`config.mk`:
```
export PLATFORM = sky130hd
export DESIGN_NAME = uart_rx_core_flat
export DESIGN_NICKNAME = d
export VERILOG_FILES = /design/src/rtl/uart_pkg.sv /design/src/rtl/uart_rx_core_if.sv /design/src/rtl/uart_rx_sync.sv /design/src/rtl/uart_rx_core.sv /design/src/flat_wrapper.sv
export SDC_FILE = /design/constraint.sdc
export NUM_CORES = 1
export LEC_CHECK = 0
export BUFFER_PORTS_ARGS = -buffer_cell sky130_fd_sc_hd__buf_2
export CAP_MARGIN = 0
export CORE_ASPECT_RATIO = 2
export CORE_MARGIN = 1
export CORE_UTILIZATION = 51
export DETAILED_ROUTE_END_ITERATION = 12
export HOLD_SLACK_MARGIN = 0.03
export PLACE_DENSITY = 0.79
export SYNTH_ARGS = -nofsm -noshare
export SYNTH_HDL_FRONTEND = slang
export SYNTH_HIERARCHICAL = 1
export SYNTH_SLANG_ARGS = --single-unit
```
`constraint.sdc`:
```
create_clock -name clk -period 5.5 [get_ports clk]
set_clock_uncertainty 0.1 [all_clocks]
set_input_delay 1.1 -clock clk [delete_from_list [all_inputs] [get_ports clk]]
set_output_delay 1.1 -clock clk [all_outputs]
set_load 0.01 [all_outputs]
```
`src/rtl/uart_pkg.sv`:
```
// Shared UART encodings and FSM states, used by both the receiver and the transmitter.
package uart_pkg;

  localparam logic [1:0] PAR_NONE     = 2'd0;
  localparam logic [1:0] PAR_ODD      = 2'd1;
  localparam logic [1:0] PAR_EVEN     = 2'd2;
  localparam logic [1:0] PAR_NONE_ALT = 2'd3;

  localparam logic [1:0] STOP_ONE     = 2'd0;
  localparam logic [1:0] STOP_ONE_ALT = 2'd1;
  localparam logic [1:0] STOP_TWO     = 2'd2;
  localparam logic [1:0] STOP_TWO_ALT = 2'd3;

  typedef enum logic [2:0] {
    IDLE,
    START,
    DATA,
    PARITY,
    STOP
  } uart_state_e;

  function automatic logic parity_enabled(input logic [1:0] par);
    case (par)
      PAR_ODD, PAR_EVEN:      return 1'b1;
      PAR_NONE, PAR_NONE_ALT: return 1'b0;
      default:                return 1'b0;
    endcase
  endfunction

  function automatic logic is_two_stop(input logic [1:0] stop);
    case (stop)
      STOP_TWO, STOP_TWO_ALT: return 1'b1;
      STOP_ONE, STOP_ONE_ALT: return 1'b0;
      default:                return 1'b0;
    endcase
  endfunction

  // Out-of-range data-bit settings saturate into 5..max_bits.
  function automatic logic [3:0] clamp_bits(input logic [3:0] cfg, input logic [3:0] max_bits);
    if (cfg < 4'd5) return 4'd5;
    if (cfg > max_bits) return max_bits;
    return cfg;
  endfunction

endpackage

```
`src/rtl/uart_rx_core_if.sv`:
```
// Valid/ready output channel of the UART receiver.
interface uart_rx_core_if #(
  parameter int unsigned MAX_DATA_BITS = 9
);
  logic                     m_valid;
  logic                     m_ready;
  logic [MAX_DATA_BITS-1:0] m_data;
  logic                     m_parity_err;
  logic                     m_frame_err;
  logic                     m_break;

  modport master (
    output m_valid,
    output m_data,
    output m_parity_err,
    output m_frame_err,
    output m_break,
    input  m_ready
  );

  modport slave (
    input  m_valid,
    input  m_data,
    input  m_parity_err,
    input  m_frame_err,
    input  m_break,
    output m_ready
  );
endinterface

```
`src/rtl/uart_rx_sync.sv`:
```
// Two-flop synchronizer for an asynchronous single-bit input.
module uart_rx_sync #(
  parameter logic ResetValue = 1'b1
) (
  input  logic clk,
  input  logic reset,
  input  logic d,
  output logic q
);

  logic [1:0] ff_q;

  always_ff @(posedge clk) begin
    if (reset) begin
      ff_q <= {2{ResetValue}};
    end else begin
      ff_q <= {ff_q[0], d};
    end
  end

  assign q = ff_q[1];

endmodule

```
`src/rtl/uart_rx_core.sv`:
```
// Parametrised UART receiver: majority-voted bit recovery, 5-9 data bits, optional parity,
// 1 or 2 stop bits, and a valid/ready output register with overrun detection.
module uart_rx_core
  import uart_pkg::*;
#(
  parameter int unsigned OVERSAMPLE    = 16,
  parameter int unsigned MAX_DATA_BITS = 9
) (
  input  logic               clk,
  input  logic               reset,
  input  logic               rx,
  input  logic               sample_tick,
  input  logic [3:0]         cfg_data_bits,
  input  logic [1:0]         cfg_parity,
  input  logic [1:0]         cfg_stop_bits,
  uart_rx_core_if.master     m,
  output logic               overrun
);

  localparam int unsigned M  = OVERSAMPLE / 2;
  localparam int unsigned TW = $clog2(OVERSAMPLE);

  typedef logic [TW-1:0] tcnt_t;

  localparam tcnt_t      TickPre  = tcnt_t'(M - 1);
  localparam tcnt_t      TickMid  = tcnt_t'(M);
  localparam tcnt_t      TickDec  = tcnt_t'(M + 1);
  localparam tcnt_t      TickLast = tcnt_t'(OVERSAMPLE - 1);
  localparam logic [3:0] MaxBits  = 4'(MAX_DATA_BITS);

  logic rxs;

  uart_rx_sync #(
    .ResetValue(1'b1)
  ) u_sync (
    .clk  (clk),
    .reset(reset),
    .d    (rx),
    .q    (rxs)
  );

  uart_state_e              state_q, state_d;
  tcnt_t                    tcnt_q, tcnt_d;
  logic [3:0]               bitcnt_q, bitcnt_d;
  logic                     stopcnt_q, stopcnt_d;
  logic [MAX_DATA_BITS-1:0] shreg_q, shreg_d;
  logic                     s0_q, s0_d, s1_q, s1_d;
  logic [3:0]               nbits_q, nbits_d;
  logic [1:0]               par_q, par_d;
  logic                     two_stop_q, two_stop_d;
  logic                     perr_q, perr_d;
  logic                     ferr_q, ferr_d;
  logic                     all_low_q, all_low_d;
  logic                     arm_q, arm_d;

  logic                     maj;
  logic                     comp;
  logic [MAX_DATA_BITS-1:0] comp_data;
  logic                     comp_perr, comp_ferr, comp_brk;

  logic                     valid_q;
  logic [MAX_DATA_BITS-1:0] data_q;
  logic                     perr_out_q, ferr_out_q, brk_out_q;
  logic                     overrun_q;

  assign maj = (s0_q & s1_q) | (s0_q & rxs) | (s1_q & rxs);

  always_comb begin
    state_d    = state_q;
    tcnt_d     = tcnt_q;
    bitcnt_d   = bitcnt_q;
    stopcnt_d  = stopcnt_q;
    shreg_d    = shreg_q;
    s0_d       = s0_q;
    s1_d       = s1_q;
    nbits_d    = nbits_q;
    par_d      = par_q;
    two_stop_d = two_stop_q;
    perr_d     = perr_q;
    ferr_d     = ferr_q;
    all_low_d  = all_low_q;
    arm_d      = arm_q;
    comp       = 1'b0;
    comp_data  = '0;
    comp_perr  = 1'b0;
    comp_ferr  = 1'b0;
    comp_brk   = 1'b0;

    if (sample_tick) begin
      if (rxs) arm_d = 1'b1;

      if (state_q != IDLE) begin
        tcnt_d = (tcnt_q == TickLast) ? '0 : tcnt_q + tcnt_t'(1);
        if (tcnt_q == TickPre) s0_d = rxs;
        if (tcnt_q == TickMid) s1_d = rxs;
      end

      unique case (state_q)
        IDLE: begin
          if (!rxs && arm_q) begin
            state_d    = START;
            tcnt_d     = tcnt_t'(1);
            nbits_d    = clamp_bits(cfg_data_bits, MaxBits);
            par_d      = cfg_parity;
            two_stop_d = is_two_stop(cfg_stop_bits);
            bitcnt_d   = '0;
            stopcnt_d  = 1'b0;
            shreg_d    = '0;
            perr_d     = 1'b0;
            ferr_d     = 1'b0;
            all_low_d  = 1'b1;
          end
        end
        START: begin
          if (tcnt_q == TickDec && maj) begin
            state_d = IDLE;
            tcnt_d  = '0;
          end else if (tcnt_q == TickLast) begin
            state_d = DATA;
          end
        end
        DATA: begin
          if (tcnt_q == TickDec) begin
            shreg_d   = {maj, shreg_q[MAX_DATA_BITS-1:1]};
            all_low_d = all_low_q & ~maj;
          end
          if (tcnt_q == TickLast) begin
            bitcnt_d = bitcnt_q + 4'd1;
            if (bitcnt_q + 4'd1 == nbits_q) begin
              state_d = parity_enabled(par_q) ? PARITY : STOP;
            end
          end
        end
        PARITY: begin
          // Unfilled shift-register bits are zero, so reducing the whole register is safe.
          if (tcnt_q == TickDec) begin
            perr_d    = (par_q == PAR_ODD) ? (maj != ~^shreg_q) : (maj != ^shreg_q);
            all_low_d = all_low_q & ~maj;
          end
          if (tcnt_q == TickLast) state_d = STOP;
        end
        STOP: begin
          if (tcnt_q == TickDec) begin
            if (!maj) ferr_d = 1'b1;
            all_low_d = all_low_q & ~maj;
            if (stopcnt_q == two_stop_q) begin
              // Final stop completes mid-bit to leave resynchronisation margin.
              comp      = 1'b1;
              comp_data = shreg_q >> (MAX_DATA_BITS - 32'(nbits_q));
              comp_perr = perr_q;
              comp_ferr = ferr_q | ~maj;
              comp_brk  = all_low_q & ~maj;
              state_d   = IDLE;
              tcnt_d    = '0;
              if (comp_ferr) arm_d = 1'b0;
            end
          end
          if (tcnt_q == TickLast) stopcnt_d = 1'b1;
        end
        default: begin
          state_d = IDLE;
          tcnt_d  = '0;
        end
      endcase
    end
  end

  always_ff @(posedge clk) begin
    if (reset) begin
      state_q    <= IDLE;
      tcnt_q     <= '0;
      bitcnt_q   <= '0;
      stopcnt_q  <= 1'b0;
      shreg_q    <= '0;
      s0_q       <= 1'b1;
      s1_q       <= 1'b1;
      nbits_q    <= 4'd5;
      par_q      <= PAR_NONE;
      two_stop_q <= 1'b0;
      perr_q     <= 1'b0;
      ferr_q     <= 1'b0;
      all_low_q  <= 1'b0;
      arm_q      <= 1'b1;
    end else begin
      state_q    <= state_d;
      tcnt_q     <= tcnt_d;
      bitcnt_q   <= bitcnt_d;
      stopcnt_q  <= stopcnt_d;
      shreg_q    <= shreg_d;
      s0_q       <= s0_d;
      s1_q       <= s1_d;
      nbits_q    <= nbits_d;
      par_q      <= par_d;
      two_stop_q <= two_stop_d;
      perr_q     <= perr_d;
      ferr_q     <= ferr_d;
      all_low_q  <= all_low_d;
      arm_q      <= arm_d;
    end
  end

  always_ff @(posedge clk) begin
    if (reset) begin
      valid_q    <= 1'b0;
      data_q     <= '0;
      perr_out_q <= 1'b0;
      ferr_out_q <= 1'b0;
      brk_out_q  <= 1'b0;
      overrun_q  <= 1'b0;
    end else begin
      overrun_q <= 1'b0;
      if (comp) begin
        if (valid_q && !m.m_ready) begin
          overrun_q <= 1'b1;
        end else begin
          valid_q    <= 1'b1;
          data_q     <= comp_data;
          perr_out_q <= comp_perr;
          ferr_out_q <= comp_ferr;
          brk_out_q  <= comp_brk;
        end
      end else if (valid_q && m.m_ready) begin
        valid_q <= 1'b0;
      end
    end
  end

  assign m.m_valid      = valid_q;
  assign m.m_data       = data_q;
  assign m.m_parity_err = perr_out_q;
  assign m.m_frame_err  = ferr_out_q;
  assign m.m_break      = brk_out_q;
  assign overrun        = overrun_q;

endmodule
```
`src/flat_wrapper.sv`:
```
// flat-port wrapper written by rule: the top's interface ports become plain ports
module uart_rx_core_flat import uart_pkg::*;
#(
  parameter int unsigned OVERSAMPLE    = 16,
  parameter int unsigned MAX_DATA_BITS = 9
)
  (clk, reset, rx, sample_tick, cfg_data_bits, cfg_parity, cfg_stop_bits, overrun, m_m_valid, m_m_data, m_m_parity_err, m_m_frame_err, m_m_break, m_m_ready);
  uart_rx_core_if #(.MAX_DATA_BITS(MAX_DATA_BITS)) m_i ();
  input  logic clk;
  input  logic reset;
  input  logic rx;
  input  logic sample_tick;
  input  logic [3:0] cfg_data_bits;
  input  logic [1:0] cfg_parity;
  input  logic [1:0] cfg_stop_bits;
  output logic overrun;
  output wire logic [$bits(m_i.m_valid)-1:0] m_m_valid;
  output wire logic [$bits(m_i.m_data)-1:0] m_m_data;
  output wire logic [$bits(m_i.m_parity_err)-1:0] m_m_parity_err;
  output wire logic [$bits(m_i.m_frame_err)-1:0] m_m_frame_err;
  output wire logic [$bits(m_i.m_break)-1:0] m_m_break;
  input wire logic [$bits(m_i.m_ready)-1:0] m_m_ready;
  assign m_m_valid = m_i.m_valid;
  assign m_m_data = m_i.m_data;
  assign m_m_parity_err = m_i.m_parity_err;
  assign m_m_frame_err = m_i.m_frame_err;
  assign m_m_break = m_i.m_break;
  assign m_i.m_ready = m_m_ready;
  uart_rx_core #(.OVERSAMPLE(OVERSAMPLE), .MAX_DATA_BITS(MAX_DATA_BITS)) u_core (.clk(clk), .reset(reset), .rx(rx), .sample_tick(sample_tick), .cfg_data_bits(cfg_data_bits), .cfg_parity(cfg_parity), .cfg_stop_bits(cfg_stop_bits), .m(m_i), .overrun(overrun));
endmodule
```
==> out/qor.yml <==
timing:
  rsz0062_at_grt: "no"
  drv_slew: 0
  max_slew.worst_pin.slew_ns: 0.924
  fin_crit_ns: 2.58
  clock.fmax_ghz: 0.388
  setup_tns_ns: 0
  final-hold-violation-count: 0
  finalCritPeriodShare: 0.469
  slew_headroom: 0.384
  final-setup-viol-count: 0
  setup_slack_ns: 2.92
routing:
  drc: 0
  drt-met1-wl_um: 2240
  wl_per_cell_um: 15.3
  vias: 2500
  viasPerCell: 6.13
  dr_wl_met2_um: 3480
  postRouteAntennaNets: 0
  dr.pass1.iters: 4
  wl_met3_um: 241
  wl_um: 6240
  highest_layer: "met4"
  drt_iter0_markers: 77
yosys:
  syn_area_mm2: 0.00282
  netlist_top_cells_area: "dfxtp_1 (35%), a21oi_1 (6.4%), nor2_1 (4.3%)"
  syn_avg_cell_area_um2: 8.29
  ys_seq_elements: 50
  synth_edf_count: 0
  synthArstFlopShare: 0
  synth_top_cell_area_share: 0.355
  synth_ff_type: "dfxtp_1"
  syn_nets: 359
  synth_cell_types: 68
  yosysWarnings: 6
  synth_largest_area_cell: "dfxtp_1"
  ys_seq_area_frac: 0.355
  synthCells: 340
critical_path:
  worstPathCellList: "inv_1 > ha_1 > and2_2 > a31oi_1 > o21ai_0 > o311ai_1 > a21oi_1"
  cp_slowest_cell: "dfxtp_1"
  r2r_cells: 7
  max_stage_delay_ns: 0.65
  worstSetupPathType: "reg -> reg"
  required_ns: 5.57
  reg2reg_slack_ns: 2.92
  critPathLaunchType: "flop"
  cp.arrival_ns: 2.64
  r2r_start: "u_core/nbits_q[1]"
  r2r-end: "u_core/m.m_data[0]"
  cp_max_fo: 14
  worstSetupEndpointType: "flop"
final_layout:
  fillers: 524
  multi_input_area_mm2: 0.00168
  seqCellArea_mm2: 0.00100
  nets: 367
  finish.utilization: 0.558
  area_growth_pct: 6.21
  drive_gt1_frac: 0.147
  n_antenna_cell: 0
placement:
  gp_congestion: 0.860
  dp_hpwl_um: 4620
  dp_slack_ns: 2.57
  numPortBuffers: 25
min_path:
  hold_end: "u_core/u_sync/ff_q[1]"
  hold_class: "reg -> reg"
  min_from: "u_core/u_sync/ff_q[0]"
  holdPathStages: 1
floorplan:
  die_w_um: 54.6
  ios: 27
  num_rows: 38
  die_h_um: 107
  coreArea_mm2: 0.00537
  die_area_mm2: 0.00585
  start_util: 0.525
power_and_ir_drop:
  vdd_drop_max_mv: 0.305
  powerDensity_mw_per_mm2: 212
  p_leak_nw: 1.07
clocking:
  cts_max_level: 2
  cts_sinks: 50
  cts-hold-fix-buffers: 0
  clockRootBuffer: "clkbuf_8"
  ctsResizeCount: 0
  clock_path_buffers: 2
  cts_setup_buffers: 0
  cts_tree: "built"
  insertion_delay_ns: 0.31
  cts_buffers: 5
  clk_pin_slew_worst_paths_ns: 0.09
global_route:
  antenna_found_initial: 0
  grtUsageTotal: 0.238
  grt-ovfl-total: 0
  grt_pass1_vias: 2300
  grt_max_degree: 55
  grt_pass1_wl_um: 10200
status:
  status: "finished, final reports clean"
job:
  maxCapViolCount: 0
-- area by class of cell --
type | instances | share of cell area
timing repair buffer | 25 | 0.0418
tap | 60 | 0.0251
clock buffer | 5 | 0.0230
inverter | 9 | 0.0113
multi-input combinational | 257 | 0.560
clock inverter | 2 | 0.00501
sequential | 50 | 0.334
-- critical path: cells and delay by family (launching register included) --
family / cells / cell delay, ns
flip-flops: 1 / 0.65
AND/OR/NAND/NOR: 1 / 0.20
buffers and inverters: 1 / 0.28
AO/OA/AOI/OAI: 4 / 0.94
adder cells (fa/ha/maj): 1 / 0.28
-- where the power goes --
group          internal [mW]  leakage (nW)  switching (mW)  total [mW]
combinational         0.0194         0.632          0.0310      0.0504
clock                 0.0870        0.0362           0.124       0.211
sequential             0.365         0.404         0.00809       0.373
total                  0.472          1.07           0.163       0.635
-- synthesized netlist by cell type (all sizes together), types with 3 or more instances --
cell type  instances
dfxtp             50
a211o              4
buf               12
nor4               5
mux2               7
and3               3
mux2i              7
clkbuf            12
nand4              5
o21ai             10
or3                5
a41oi              3
nand2b             6
nor2              32
and2               3
xnor2             12
nor3              12
nand2             30
inv                9
nand3b             3
ha                 6
nor2b              4
a21oi             36
nand3             12
xor2               3
a22oi             12
a31oi              3
-- placed cells by master, fill, tap and decap left out, types with 4 or more instances in the layout --
cell type	count
a21oi_1	36
a22oi_1	12
buf_2	25
clkbuf_8	5
dfxtp_1	50
ha_1	6
inv_1	9
mux2_2	5
mux2i_1	7
nand2_1	30
nand2b_1	6
nand3_1	12
nand4_1	4
nor2_1	32
nor3_1	12
o21ai_0	6
or3_1	4
xnor2_1	12
-- stage by stage --
stage | area, um2 | total power [mW] | hold slack, ns | std cells
2_1_floorplan | 2820 | 0.421 | 0.283 | 340
3_3_place_gp | 2910 | 0.431 | 0.290 | 401
3_5_place_dp | 2910 | 0.432 | 0.294 | 401
4_1_cts | 3000 | 0.644 | 0.318 | 408
5_1_grt | 3000 | 0.662 | 0.326 | 408
6_report | 3000 | 0.635 | 0.311 | 408
-- cells by family after synthesis --
kind of cell	after synthesis	synth area share
AND/OR/NAND/NOR	132	0.248
AO/OA/AOI/OAI	87	0.205
flip-flops	50	0.355
buffers and inverters	33	0.0506
XOR/XNOR	16	0.0546
multiplexers	14	0.0528
adder cells (fa/ha/maj)	8	0.0342
-- state kept, by name, summed over array words and instances, names as in the netlist, 2 cells and up --
| register | cells |
|---|---|
| u_core/bitcnt_q | 4 |
| u_core/m.m_data | 9 |
| u_core/nbits_q | 4 |
| u_core/par_q | 2 |
| u_core/shreg_q | 9 |
| u_core/state_q | 3 |
| u_core/tcnt_q | 4 |
| u_core/u_sync/ff_q | 2 |
-- layer usage --
metal	track usage	vias to the layer above
met5	0	-
met4	0.147	0
met3	0.0426	23
met2	0.425	64
met1	0.232	1173
li1	-	1240
-- worst max path at each step --
stage / from / to / depth (start not counted)
6_report: u_core/nbits_q[1] / u_core/m.m_data[0] / 7
5_1_grt: u_core/nbits_q[1] / u_core/m.m_data[0] / 6
4_1_cts: sample_tick / u_core/m.m_data[6] / 5
3_5_place_dp: sample_tick / u_core/m.m_data[6] / 5
3_3_place_gp: sample_tick / u_core/m.m_data[6] / 5
2_1_floorplan: sample_tick / u_core/m.m_data[6] / 5
(Power assumes the default switching activity.)
